## src/rtl/irsx_pkg.sv

```systemverilog
// irsx_pkg: shared widths, sequencer state encoding and the
// power-on default register table used by IRSX_DEFAULTS_LOAD_EN.
package irsx_pkg;

    localparam int IRSX_ADDR_W = 8;
    localparam int IRSX_DATA_W = 12;
    localparam int IRSX_REQ_W  = IRSX_ADDR_W + IRSX_DATA_W;

    typedef enum logic [2:0] {
        ST_IDLE    = 3'd0,
        ST_WRITE   = 3'd1,
        ST_SETTLE  = 3'd2,
        ST_COMPARE = 3'd3,
        ST_WAIT    = 3'd4,
        ST_LOAD    = 3'd5
    } irsx_state_e;

    typedef struct packed {
        logic [IRSX_ADDR_W-1:0] addr;
        logic [IRSX_DATA_W-1:0] data;
    } irsx_req_t;

    localparam int IRSX_NUM_DEFAULTS = 4;

    function automatic irsx_req_t irsx_default(input logic [31:0] idx);
        irsx_req_t r;
        case (idx)
            32'd0:   r = '{addr: 8'h00, data: 12'h0F0};
            32'd1:   r = '{addr: 8'h01, data: 12'h3A5};
            32'd2:   r = '{addr: 8'h10, data: 12'h800};
            32'd3:   r = '{addr: 8'h2C, data: 12'h155};
            default: r = '0;
        endcase
        return r;
    endfunction

endpackage

```

## src/rtl/irsx_request_fifo.sv

```systemverilog
// irsx_request_fifo: synchronous request FIFO with occupancy count.
// A push while full is taken only together with a pop.
module irsx_request_fifo #(
    parameter int WIDTH = 20,
    parameter int DEPTH = 4
) (
    input  logic                   clock,
    input  logic                   reset,
    input  logic                   i_push,
    input  logic [WIDTH-1:0]       i_data,
    input  logic                   i_pop,
    output logic [WIDTH-1:0]       o_data,
    output logic [$clog2(DEPTH):0] o_count,
    output logic                   o_full,
    output logic                   o_empty
);

    localparam int AW = $clog2(DEPTH);

    logic [WIDTH-1:0] r_mem [DEPTH];
    logic [AW-1:0]    r_wr_ptr;
    logic [AW-1:0]    r_rd_ptr;
    logic [AW:0]      r_count;
    logic             w_do_push;
    logic             w_do_pop;

    assign o_empty   = (r_count == '0);
    assign o_full    = (r_count == (AW+1)'(DEPTH));
    assign o_count   = r_count;
    assign o_data    = r_mem[r_rd_ptr];
    assign w_do_pop  = i_pop && !o_empty;
    assign w_do_push = i_push && (!o_full || w_do_pop);

    // Entry storage, written at the tail pointer.
    always_ff @(posedge clock) begin
        if (w_do_push) begin
            r_mem[r_wr_ptr] <= i_data;
        end
    end

    // Pointer and occupancy bookkeeping.
    always_ff @(posedge clock) begin
        if (reset) begin
            r_wr_ptr <= '0;
            r_rd_ptr <= '0;
            r_count  <= '0;
        end else begin
            if (w_do_push) begin
                r_wr_ptr <= r_wr_ptr + 1'b1;
            end
            if (w_do_pop) begin
                r_rd_ptr <= r_rd_ptr + 1'b1;
            end
            if (w_do_push && !w_do_pop) begin
                r_count <= r_count + 1'b1;
            end else if (w_do_pop && !w_do_push) begin
                r_count <= r_count - 1'b1;
            end
        end
    end

endmodule

```

## src/rtl/irsx_register_write_sequencer.sv

```systemverilog
// irsx_register_write_sequencer: queues host writes, strobes them into
// the IRSX RAM and polls readback. Option macro: IRSX_DEFAULTS_LOAD_EN.
module irsx_register_write_sequencer
    import irsx_pkg::*;
#(
    parameter int FIFO_DEPTH    = 4,
    parameter int BRAM_LATENCY  = 2,
    parameter int POLL_INTERVAL = 63,
    parameter int TIMEOUT_POLLS = 1023
) (
    input  logic                   clock,
    input  logic                   reset,
    input  logic                   req_valid,
    output logic                   req_ready,
    input  logic [IRSX_ADDR_W-1:0] req_address,
    input  logic [IRSX_DATA_W-1:0] req_data,
    output logic [IRSX_ADDR_W-1:0] address,
    output logic [IRSX_DATA_W-1:0] intended_data,
    output logic                   write_enable,
    input  logic [IRSX_DATA_W-1:0] readback_data_out,
    output logic                   busy,
    output logic [31:0]            verified_count,
    output logic [31:0]            timeout_count,
    output logic [IRSX_ADDR_W-1:0] last_timeout_address
);

    localparam int CW = $clog2(FIFO_DEPTH) + 1;
    localparam int SW = $clog2(BRAM_LATENCY + 1) + 1;
    localparam int WW = $clog2(POLL_INTERVAL + 1) + 1;
    localparam int PW = $clog2(TIMEOUT_POLLS + 1) + 1;
    localparam logic [SW-1:0] SETTLE_LAST = SW'(BRAM_LATENCY);
    localparam logic [WW-1:0] WAIT_LAST   = WW'(POLL_INTERVAL - 1);
    localparam logic [PW-1:0] POLL_LAST   = PW'(TIMEOUT_POLLS);

    irsx_state_e       r_state;
    logic [SW-1:0]     r_settle_cnt;
    logic [WW-1:0]     r_wait_cnt;
    logic [PW-1:0]     r_poll_cnt;
    logic [CW-1:0]     w_count;
    logic              w_full;
    logic              w_empty;
    logic              w_push;
    logic              w_pop;
    logic              w_load;
    logic [IRSX_REQ_W-1:0] w_fifo_q;
    irsx_req_t         w_head;

`ifdef IRSX_DEFAULTS_LOAD_EN
    localparam int LW = $clog2(IRSX_NUM_DEFAULTS) + 1;
    localparam logic [LW-1:0] LOAD_LAST = LW'(IRSX_NUM_DEFAULTS - 1);
    localparam irsx_state_e RESET_STATE = ST_LOAD;
    logic [LW-1:0] r_load_idx;
    logic          r_load_phase;
    irsx_req_t     w_def;
    assign w_def  = irsx_default(32'(r_load_idx));
    assign w_load = (r_state == ST_LOAD);
`else
    localparam irsx_state_e RESET_STATE = ST_IDLE;
    assign w_load = 1'b0;
`endif

    assign req_ready = !reset && !w_full && !w_load;
    assign w_push    = req_valid && req_ready;
    assign w_pop     = (r_state == ST_IDLE) && !w_empty;
    assign w_head    = irsx_req_t'(w_fifo_q);
    assign busy      = (w_count != '0) || (r_state != ST_IDLE);

    irsx_request_fifo #(
        .WIDTH (IRSX_REQ_W),
        .DEPTH (FIFO_DEPTH)
    ) u_fifo (
        .clock   (clock),
        .reset   (reset),
        .i_push  (w_push),
        .i_data  ({req_address, req_data}),
        .i_pop   (w_pop),
        .o_data  (w_fifo_q),
        .o_count (w_count),
        .o_full  (w_full),
        .o_empty (w_empty)
    );

    // Write/settle/compare/wait sequencer with registered outputs.
    always_ff @(posedge clock) begin
        if (reset) begin
            r_state              <= RESET_STATE;
            r_settle_cnt         <= '0;
            r_wait_cnt           <= '0;
            r_poll_cnt           <= '0;
            address              <= '0;
            intended_data        <= '0;
            write_enable         <= 1'b0;
            verified_count       <= '0;
            timeout_count        <= '0;
            last_timeout_address <= '0;
`ifdef IRSX_DEFAULTS_LOAD_EN
            r_load_idx           <= '0;
            r_load_phase         <= 1'b0;
`endif
        end else begin
            write_enable <= 1'b0;
            unique case (r_state)
                ST_IDLE: begin
                    if (!w_empty) begin
                        address       <= w_head.addr;
                        intended_data <= w_head.data;
                        write_enable  <= 1'b1;
                        r_state       <= ST_WRITE;
                    end
                end
                ST_WRITE: begin
                    r_poll_cnt   <= '0;
                    r_wait_cnt   <= '0;
                    r_settle_cnt <= '0;
                    r_state      <= ST_SETTLE;
                end
                ST_SETTLE: begin
                    if (r_settle_cnt == SETTLE_LAST) begin
                        r_state <= ST_COMPARE;
                    end else begin
                        r_settle_cnt <= r_settle_cnt + 1'b1;
                    end
                end
                ST_COMPARE: begin
                    if (readback_data_out == intended_data) begin
                        verified_count <= verified_count + 32'd1;
                        r_state        <= ST_IDLE;
                    end else if (r_poll_cnt == POLL_LAST) begin
                        timeout_count        <= timeout_count + 32'd1;
                        last_timeout_address <= address;
                        r_state              <= ST_IDLE;
                    end else begin
                        r_poll_cnt <= r_poll_cnt + 1'b1;
                        r_wait_cnt <= '0;
                        r_state    <= ST_WAIT;
                    end
                end
                ST_WAIT: begin
                    if (r_wait_cnt == WAIT_LAST) begin
                        r_settle_cnt <= '0;
                        r_state      <= ST_SETTLE;
                    end else begin
                        r_wait_cnt <= r_wait_cnt + 1'b1;
                    end
                end
`ifdef IRSX_DEFAULTS_LOAD_EN
                ST_LOAD: begin
                    if (!r_load_phase) begin
                        address       <= w_def.addr;
                        intended_data <= w_def.data;
                        write_enable  <= 1'b1;
                        r_load_phase  <= 1'b1;
                    end else begin
                        r_load_phase <= 1'b0;
                        if (r_load_idx == LOAD_LAST) begin
                            r_state <= ST_IDLE;
                        end else begin
                            r_load_idx <= r_load_idx + 1'b1;
                        end
                    end
                end
`endif
                default: begin
                    r_state <= ST_IDLE;
                end
            endcase
        end
    end

endmodule

```

## config.mk

```make
export PLATFORM = sky130hd
export DESIGN_NAME = irsx_register_write_sequencer
export DESIGN_NICKNAME = d
export VERILOG_FILES = /design/src/rtl/irsx_pkg.sv /design/src/rtl/irsx_request_fifo.sv /design/src/rtl/irsx_register_write_sequencer.sv
export SDC_FILE = /design/constraint.sdc
export NUM_CORES = 1
export LEC_CHECK = 0
export ABC_CLOCK_PERIOD_IN_PS = 5800
export BUFFER_PORTS_ARGS = -buffer_cell sky130_fd_sc_hd__buf_4
export CAP_MARGIN = 40
export CORE_MARGIN = 1.5
export CORE_UTILIZATION = 56
export DETAILED_ROUTE_END_ITERATION = 6
export PLACE_DENSITY = 0.78
export RECOVER_POWER = 100
export SLEW_MARGIN = 10
export SYNTH_ARGS = -nofsm -noshare
export SYNTH_HDL_FRONTEND = slang
export SYNTH_HIERARCHICAL = 1
export SYNTH_SLANG_ARGS = --single-unit
```

## constraint.sdc

```tcl
create_clock -name clock -period 5.8 [get_ports clock]
set_input_delay 0.58 -clock clock [delete_from_list [all_inputs] [get_ports clock]]
set_output_delay 0.58 -clock clock [all_outputs]
set_load 0.05 [all_outputs]
```

# [Word level (Yosys, flattened, before mapping)]
# Memories as Yosys holds them, arrays and structs flattened. A register that Yosys moved wholly into a read port is not among the register bits.
# Index checks and enable logic that the tools add are counted.
[totals] input_bits=35 ram_bits=80 register_bits=104 mem_count=1 out_inout_bits=95 word_cells=91
[classes] mux=21 n_bitwise=3 n_addsub=9 reduce_logical=30 n_eq_ne=16
[memory_table] name="u_fifo.r_mem" words=4 width=20 rd=1 rd_clocked_by_memory_dff=1 write_ports=1 line_no="irsx_request_fifo.sv:20" source="logic [WIDTH-1:0] r_mem [DEPTH];"
[ops] op="adder 32 x 1 -> 32 bit, second input constant" count=2
[ops] op="2-to-1 mux 3 bit" count=9
[ops] op="2-to-1 mux 11 bit" count=2
[ops] op="one-hot mux 11 bit (2 select lines)" count=1
[ops] op="2-to-1 mux 7 bit" count=3
[ops] op="one-hot mux 7 bit (3 select lines)" count=1
[ops] op="one-hot mux 3 bit (5 select lines)" count=1
[ops] op="!= test 2 bit, second input constant" count=7
[ops] op="equality test 12 bit" count=1
[ops] op="AND reduction 3 bit" count=4
[ops] op="nonzero test 3 bit" count=4
[ops] op="adder 11 x 1 -> 11 bit, second input constant" count=1
[ops] op="equality test 11 x 10 -> 1 bit, second input constant" count=1
[ops] op="equality test 3 x 2 -> 1 bit, second input constant" count=3
[ops] op="one-hot mux 3 bit (3 select lines)" count=1
[ops] op="adder 7 x 1 -> 7 bit, second input constant" count=1
[ops] op="equality test 7 x 6 -> 1 bit, second input constant" count=1
[ops] op="logical AND 1 bit" count=7
[ops] op="adder 3 x 1 -> 3 bit, second input constant" count=2
[ops] op="equality test 3 bit, second input constant" count=2
[ops] op="logical NOT 3 bit" count=2
[ops] op="logical NOT 1 bit" count=5
[ops] op="adder 2 x 1 -> 2 bit, second input constant" count=2
[ops] op="AND reduction 2 bit" count=2
[ops] op="8 further kinds" count=14

# [Depth between registers and ports, before layout]
# Gate-level depths: netlist (run 1).
[depth] word_depth=10 depth_mapped=13 depth_no_buf=12

# [Cells and area by module]
# The synthesis (run 1) kept the hierarchy.
[by_module_without_submodules] module="irsx_register_write_sequencer" seq_area_each_um2=2342.2 area_per_inst_um2=5786.8 n_inst=1 cells_each=701
[by_module_without_submodules] module="irsx_request_fifo" seq_area_each_um2=2582.5 area_per_inst_um2=3353.2 n_inst=1 cells_each=152

# [Worst setup path after synthesis (run 1)]
# OpenSTA, ideal clock, no wires.
[synth_path] path_type="input to register" start="input port reset" end="register u_fifo.r_count[2] (netlist: u_fifo/o_count[2])" t_required_ns=5.730 slack_ns=2.489 n_path_buf=1 cell_stages=10 t_arrival_ns=3.241 setup_ns=0.070 cell_sequence="clkbuf_1 -> nor2_1 -> and2_1 -> a21boi_2 -> ha_1 -> inv_1 -> fa_1 -> xor2_1 -> or3_2 -> a21oi_1"
[synth_via] elab_chain_len=7 elab_cells_between_ends=9 classes_between="mux: 1; reduce/logical: 8"
[synth_rtl] item="from (decl)" line_no="irsx_register_write_sequencer.sv:12" source="input logic reset,"
[synth_rtl] item="logical NOT 1 bit *" line_no="irsx_register_write_sequencer.sv:62" source="assign req_ready = !reset && !w_full && !w_load;"
[synth_rtl] item="logical AND 1 bit *" line_no="irsx_register_write_sequencer.sv:62"
[synth_rtl] item="net req_ready" line_no="irsx_register_write_sequencer.sv:14" source="output logic req_ready,"
[synth_rtl] item="logical AND 1 bit *" line_no="irsx_register_write_sequencer.sv:63" source="assign w_push = req_valid && req_ready;"
[synth_rtl] item="net w_push" line_no="irsx_register_write_sequencer.sv:42" source="logic w_push;"
[synth_rtl] item="logical AND 1 bit *" line_no="irsx_request_fifo.sv:32" source="assign w_do_push = i_push && (!o_full || w_do_pop);"
[synth_rtl] item="net u_fifo.w_do_push" line_no="irsx_request_fifo.sv:24" source="logic w_do_push;"
[synth_rtl] item="logical NOT 1 bit" line_no="irsx_request_fifo.sv:56" source="end else if (w_do_pop && !w_do_push) begin"
[synth_rtl] item="logical AND 1 bit" line_no="irsx_request_fifo.sv:56"
[synth_rtl] item="nonzero test 2 bit (no source line)"
[synth_rtl] item="to (signal assigned)" line_no="irsx_request_fifo.sv:55" source="r_count <= r_count + 1'b1;"
[synth_rtl] item="to (signal assigned)" line_no="irsx_request_fifo.sv:57" source="r_count <= r_count - 1'b1;"
[synth_rtl] item="to (decl)" line_no="irsx_request_fifo.sv:23" source="logic [AW:0] r_count;"
# The timed path passes the listed nets; every way through them passes the cells marked *.
# A chain may end at the register's enable or synchronous reset.

# [Final worst setup path (run 1)]
[layout_path] start="register r_state[1]" end="register u_fifo.r_count[2] (netlist: u_fifo/o_count[2])"
[layout_via] elab_chain_len=8 elab_cells_between_ends=11 classes_between="mux: 1; reduce/logical: 10"
[layout_rtl] item="from (decl)" line_no="irsx_register_write_sequencer.sv:35" source="irsx_state_e r_state;"
[layout_rtl] item="from (signal assigned)" line_no="irsx_register_write_sequencer.sv:86" source="r_state <= RESET_STATE;"
[layout_rtl] item="from (signal assigned)" line_no="irsx_register_write_sequencer.sv:108" source="r_state <= ST_WRITE;"
[layout_rtl] item="from (signal assigned)" line_no="irsx_register_write_sequencer.sv:115" source="r_state <= ST_SETTLE;"
[layout_rtl] item="logical NOT 3 bit *" line_no="irsx_register_write_sequencer.sv:64" source="assign w_pop = (r_state == ST_IDLE) && !w_empty;"
[layout_rtl] item="logical AND 1 bit *" line_no="irsx_register_write_sequencer.sv:64"
[layout_rtl] item="logical AND 1 bit *" line_no="irsx_request_fifo.sv:31" source="assign w_do_pop = i_pop && !o_empty;"
[layout_rtl] item="logical OR 1 bit *" line_no="irsx_request_fifo.sv:32"
[layout_rtl] item="logical AND 1 bit *" line_no="irsx_request_fifo.sv:32"
[layout_rtl] item="net u_fifo.w_do_push" line_no="irsx_request_fifo.sv:24"
[layout_rtl] item="logical NOT 1 bit" line_no="irsx_request_fifo.sv:56"
[layout_rtl] item="logical AND 1 bit" line_no="irsx_request_fifo.sv:56"
[layout_rtl] item="nonzero test 2 bit (no source line)"
# Marked as above.

==> results.json, run 1 <==
{
  "gp_congestion": 0.838,
  "cts_buffers": 21,
  "cap_violations": 0,
  "die_y_um": 131,
  "core_area_um2": 15900,
  "final_layout_size_suffix_gt1_share_pct": 8.98,
  "dpl.hpwl_um": 13600,
  "post_dp_cell_area_um2": 10300,
  "grt_max_degree": 55,
  "cts_resized": 0,
  "ant_nets": 0,
  "die_area_um2": 17100,
  "synth_ff_type": "dfxtp_1",
  "instances_no_fill": 1196,
  "antenna_found_initial": 0,
  "pin_count": 130,
  "status": "finished clean",
  "fin_setup_tns_ns": 0,
  "first_pass_iters": 6,
  "dp.cells": 1160,
  "grt_usage_pct": 23.4,
  "synth_edf_count": 80,
  "overflow": 0,
  "synth_fp_nets": 901,
  "reg2reg_from": "r_state[1]$_SDFFE_PP0P_",
  "routed_wl_um": 20500,
  "syn_avg_cell_area_um2": 10.7,
  "vias": 7186,
  "io_buffers": 129,
  "synth_top_area_share_pct": 27.6,
  "synth_adder_area_share_pct": 1.86,
  "post-cts-setup-buffers": 0,
  "start_util_pct": 57.5,
  "yosys.cell_types.count": 63,
  "relSlewSlack_pct": 27.4,
  "holdBufCountCts": 0,
  "htree_levels": 1,
  "crit_path_start_kind": "register",
  "synth_warnings": 6,
  "worstMarginPinSlew_ns": 1.09,
  "power_density_nw_per_um2": 374,
  "grt_pass1_wl_um": 32300,
  "min_path_type": "in2reg",
  "diodes": 0,
  "rsz0062_at_grt": "false",
  "synthToLayoutAreaGrowth_pct": 14.5,
  "synthArstFlopShare_pct": 0,
  "std_cell_rows": 46,
  "clkSinkCount": 206,
  "post_drt_wl_per_cell_um": 17.1,
  "power_leakage_nw": 3.30,
  "synth_top_family_by_area": "simple AND/OR/NAND/NOR gates",
  "drc": 0,
  "syn_area_um2": 9140,
  "synth-simple-area-share_pct": 19.7,
  "period_share_pct": 76.5,
  "grt_pass1_vias": 6515,
  "cts_buffer_depth": 3,
  "nNetsFinal": 1015,
  "critPathMaxFanout": 30,
  "cp.required_ns": 6.23,
  "crit_path_end_kind": "register",
  "finalHoldViolCount": 0,
  "path_class": "reg2reg",
  "vdd_ir_drop_max_uv": 344,
  "synth_cells": 853,
  "setup_viol": 0,
  "fill_cells": 1359,
  "skew_ns": 0.0186,
  "clock_latency_ns": 0.50,
  "synth_compound_area_share_pct": 13.0,
  "die_w_um": 131,
  "synthTopCellsByArea": "dfxtp_1 (28%), edfxtp_1 (26%), mux4_2 (4.9%), a21oi_1 (4.5%), nand2_1 (3.6%)",
  "min_from": "req_address[0]",
  "yosys.area.top_type": "dfxtp_1",
  "report.final.slew_viol_count": 0,
  "period_minus_slack_ns": 4.44,
  "vias_per_cell": 6.01,
  "arrival_ns": 4.86,
  "synth_xor_area_share_pct": 1.82,
  "cts.clk_slew.worst_paths_ns": 0.06,
  "cp-startpoint": "r_state[1]$_SDFFE_PP0P_",
  "ys_seq_elements": 206,
  "ys_seq_area_share_pct": 53.9,
  "fmax_ghz": 0.225,
  "drt-initial-drc-count": 493,
  "synthMuxAreaShare_pct": 6.64,
  "cts-root-buf": "clkbuf_16",
  "design_area_um2": 10500,
  "cts_tree": "yes"
}
## Yosys cell counts, drive strengths merged (2+ instances only)
cell type,instances
nor4,7
nor2b,3
nand2,88
a31o,4
nand4b,7
and3,10
a311oi,4
nand3,27
clkbuf,40
and4,10
o211ai,6
nand3b,2
edfxtp,80
o311ai,9
or2,3
mux2i,13
a31oi,11
and2,8
nor2,41
o31ai,39
nor3,7
xor2,5
xnor2,14
mux4,20
inv,20
nor3b,8
nand2b,7
nand4,27
mux2,2
buf,11
dfxtp,126
or3,22
a21oi,83
or4,38
o21ai,24
a41oi,2
ha,12
a21boi,2
## per-stage QoR
step	power [mW]	utilization, %	hold WS (ns)	setup slack [ns]
3_5_place_dp	2.72	64.9	0.471	2.26
2_1_floorplan	2.44	-	0.453	2.49
3_3_place_gp	2.69	64.5	0.466	2.37
5_1_grt	4.08	65.9	0.321	0.983
6_report	3.92	65.9	0.325	1.36
4_1_cts	4.01	69.0	0.262	2.25
## layout make-up
cell class | count | area, µm² | share of cell area (%)
Sequential cell | 206 | 4920 | 47.1
Multi-Input combinational cell | 576 | 3910 | 37.4
Timing Repair Buffer | 142 | 632 | 6.04
Clock buffer | 29 | 556 | 5.31
Tap cell | 216 | 270 | 2.58
Clock inverter | 7 | 93.8 | 0.897
Inverter | 20 | 75.1 | 0.718
## layout by cell type, fill, tap and decap left out, drive strengths merged, types with 13 or more instances in the layout
| cell type | Yosys | layout |
|---|---|---|
| a21oi | 83 | 83 |
| xnor2 | 14 | 14 |
| o21ai | 24 | 24 |
| mux2i | 13 | 13 |
| edfxtp | 80 | 80 |
| inv | 20 | 21 |
| clkbuf | 40 | 150 |
| or4 | 38 | 38 |
| o31ai | 39 | 39 |
| nand4 | 27 | 27 |
| mux4 | 20 | 20 |
| nor2 | 41 | 41 |
| dfxtp | 126 | 126 |
| buf | 11 | 21 |
| or3 | 22 | 22 |
| nand2 | 88 | 88 |
| nand3 | 27 | 27 |
## critical path, stage by stage, from the launching register on
cell and delay [ns]:
dfxtp_1 0.58, nor2_1 0.24, nand2_1 0.46, inv_1 0.15, clkbuf_1 0.69, inv_1 0.08, a21boi_0 0.68, ha_1 0.32
inv_1 0.07, fa_1 0.37, xor2_1 0.15, or3_2 0.40, a21oi_1 0.14
## cell families (layout without fill, tap and decap cells)
| family | after synthesis | after routing |
|---|---|---|
| flip-flops | 206 | 206 |
| AO/OA/AOI/OAI | 191 | 191 |
| buffers and inverters | 71 | 198 |
| multiplexers | 35 | 35 |
| AND/OR/NAND/NOR | 318 | 318 |
| XOR/XNOR | 19 | 19 |
| adder cells (fa/ha/maj) | 13 | 13 |
## final timing paths
path | endpoint | slack (ns) | depth (start not counted)
min reg2reg | address[1]$_SDFFE_PP0P_ | 0.48 | 2
min | u_fifo/r_mem[3][12]$_DFFE_PP_ | 0.33 | 1
max reg2reg | u_fifo/o_count[2]$_SDFFE_PP0P_ | 1.36 | 12
max | u_fifo/o_count[2]$_SDFFE_PP0P_ | 1.36 | 12
## power by group
group	total, mW	switching [mW]	internal [mW]
clock network	1.30	0.540	0.760
registers	1.74	0.116	1.62
logic	0.878	0.614	0.264
## flip-flops by register name (all words and copies together), names as in the netlist, named ones only
signal,count
r_wait_cnt,7
last_timeout_address,8
intended_data,12
timeout_count,32
r_poll_cnt,11
address,8
verified_count,32
u_fifo/r_rd_ptr,2
u_fifo/r_mem,80
write_enable,1
u_fifo/o_count,3
r_settle_cnt,3
r_state,3
u_fifo/r_wr_ptr,2
## metal layers
| layer | wire length (µm) | track usage, % |
|---|---|---|
| met1 | 8900 | 31.8 |
| met3 | 1340 | 4.36 |
| met2 | 9800 | 39.0 |
| met5 | 0 | 0 |
| met4 | 425 | 6.21 |
(Power assumes the default switching activity.)
==> run 2, diff against run 1 <==
Settings changed: ABC_CLOCK_PERIOD_IN_PS 5800 to 3900, CORE_UTILIZATION 56 to 52, PLACE_DENSITY 0.78 to 0.76.
Clock period 5.8 ns to 3.9 ns, I/O delays scaled along.
==> run 2 against run 1 <==
- flip-flop and latch count is the same
- non-clock buffer count increased by 1
- routed wire length is 1.7% higher
- the run now ends with capacitance limit, slew limit left
- critical endpoint is now u_fifo/r_mem[0][13]$_DFFE_PP_
- worst hold slack worse by 0.19 ns
- sequential share of layout area down 0.64 points
- worst setup slack lost 0.60 ns
==> results.json, run 2 (synthesis gave the netlist of run 1 again) <==
{
  "die_area_um2": 18400,
  "r2r_end": "u_fifo/r_mem[0][13]$_DFFE_PP_",
  "period_share_pct": 80.4,
  "overflow": 0,
  "power_leakage_nw": 3.38,
  "cts.clk_slew.worst_paths_ns": 0.06,
  "reg2reg_from": "u_fifo/o_count[0]$_SDFFE_PP0P_",
  "grt_pass1_vias": 6540,
  "post_drt_wl_per_cell_um": 17.2,
  "fin_hold_ws_ns": 0.131,
  "cp-startpoint": "u_fifo/o_count[0]$_SDFFE_PP0P_",
  "post-cts-setup-buffers": 0,
  "htree_levels": 1,
  "ant_nets": 0,
  "final_cell_mix": "dfxtp_1 (126), clkbuf_1 (123), nand2_1 (88), a21oi_1 (83), edfxtp_1 (80)",
  "worstMarginPinSlew_ns": 1.65,
  "status": "finished, violations left",
  "fmax_ghz": 0.319,
  "diodes": 0,
  "start_util_pct": 53.0,
  "setup_viol": 0,
  "vias_per_cell": 5.92,
  "period_minus_slack_ns": 3.13,
  "grt_usage_pct": 22.4,
  "path_class": "reg2reg",
  "synthToLayoutAreaGrowth_pct": 16.0,
  "core_area_um2": 17200,
  "io_buffers": 129,
  "die_y_um": 136,
  "cts_buffers": 22,
  "reg2reg_slack_ns": 0.77,
  "min_path_type": "in2reg",
  "grt_pass1_wl_um": 33200,
  "final_common_cell": "dfxtp_1",
  "die_w_um": 136,
  "cts_buffer_depth": 3,
  "instances_no_fill": 1209,
  "arrival_ns": 3.26,
  "critPathMaxFanout": 23,
  "setup_ws_ns": 0.766,
  "cell_internal_pwr_mw": 4.15,
  "largest_registers": "u_fifo/r_mem (80), timeout_count (32), verified_count (32)",
  "relSlewSlack_pct": -12.0,
  "crit_path_start_kind": "register",
  "holdBufCountCts": 0,
  "final_util_pct": 61.5,
  "routed_wl_um": 20800,
  "cts_tree": "yes",
  "fill_cells": 1474,
  "seqPwrFrac_pct": 41.8,
  "first_pass_iters": 5,
  "report.final.slew_viol_count": 79,
  "regMostFlops": "u_fifo/r_mem",
  "cts-root-buf": "clkbuf_16",
  "rsz0062_at_grt": "false",
  "cts_resized": 0,
  "antenna_found_initial": 0,
  "dp_worst_setup_slack_ns": 0.914,
  "pin_count": 130,
  "drt-initial-drc-count": 441,
  "power_density_nw_per_um2": 578,
  "final_layout_size_suffix_gt1_share_pct": 9.86,
  "crit_path_end_kind": "register",
  "p_sw_share_pct": 32.2,
  "vdd_ir_drop_max_uv": 477,
  "design_area_um2": 10600,
  "gp_congestion": 0.794,
  "min_from": "req_data[9]",
  "post_dp_cell_area_um2": 10300,
  "std_cell_rows": 48,
  "violations": "capacitance limit, slew limit",
  "power_mw": 6.13,
  "vias": 7162,
  "grt_max_degree": 68,
  "cap_violations": 4,
  "nNetsFinal": 1017,
  "switchingPower_mw": 1.97,
  "p_comb_share_pct": 22.3,
  "clkSinkCount": 206,
  "critPathCapture": "u_fifo/r_mem[0][13]$_DFFE_PP_",
  "cp.required_ns": 4.02,
  "fin_setup_tns_ns": 0,
  "power.share.clock_pct": 35.9,
  "dpl.hpwl_um": 13400,
  "r2r_cells": 8,
  "clock_latency_ns": 0.52,
  "drc": 0,
  "dp.cells": 1170,
  "finalHoldViolCount": 0,
  "largest_reg_flops": 80,
  "skew_ns": 0.0239
}
==> run 2: cell count changes in the layout (fill, tap and decap cells not counted), sizes merged <==
cell | previous run | this run
buf | 21 | 22
clkinv | 3 | 5
bufinv | 2 | 3
==> run 2: worst min-delay path by stage <==
stage,to,slack [ns],cells after the start
detailed placement,address[3]$_SDFFE_PP0P_,0.47,2
global placement,verified_count[31]$_SDFFE_PP0P_,0.46,2
CTS,u_fifo/r_mem[2][0]$_DFFE_PP_,0.05,1
global route,u_fifo/r_mem[2][0]$_DFFE_PP_,0.12,1
floorplan,r_poll_cnt[10]$_SDFFE_PP0P_,0.45,1
finish,u_fifo/r_mem[0][9]$_DFFE_PP_,0.13,1
==> run 2: layout make-up <==
type                    count  area [µm²]  area share [%]
clock buffers              29         627            5.91
clock inverters            10         154            1.45
inverters                  20        75.1           0.708
multi-input cells         576        3920            36.9
flip-flops and latches    206        4920            46.4
well taps                 225         282            2.65
repair buffers            143         627            5.91
==> run 2: metal layers <==
| layer | vias to the layer above | wire length [µm] | track usage (%) |
|---|---|---|---|
| li1 | 3484 | - | - |
| met1 | 3466 | 9070 | 29.9 |
| met2 | 176 | 10300 | 37.7 |
| met3 | 36 | 1040 | 4.12 |
| met4 | 0 | 424 | 5.85 |
| met5 | - | 0 | 0 |
==> run 2: power groups by stage <==
stage | Combinational, mW | Sequential, mW | Clock, mW
after floorplan | 0.769 | 2.85 | 0
after detailed placement | 1.47 | 2.61 | 0
after global placement | 1.44 | 2.60 | 0
after CTS | 1.48 | 2.56 | 2.24
final | 1.37 | 2.56 | 2.20
after global routing | 1.48 | 2.58 | 2.34
==> run 2: critical path, stage by stage, from the launching register on <==
cell and delay (ns):
dfxtp_1 0.49, nor3_1 0.09, nor2_1 0.13, nand2_1 0.08, inv_1 0.06, buf_4 0.27
inv_1 0.10, a21boi_2 0.29, and2_0 1.21
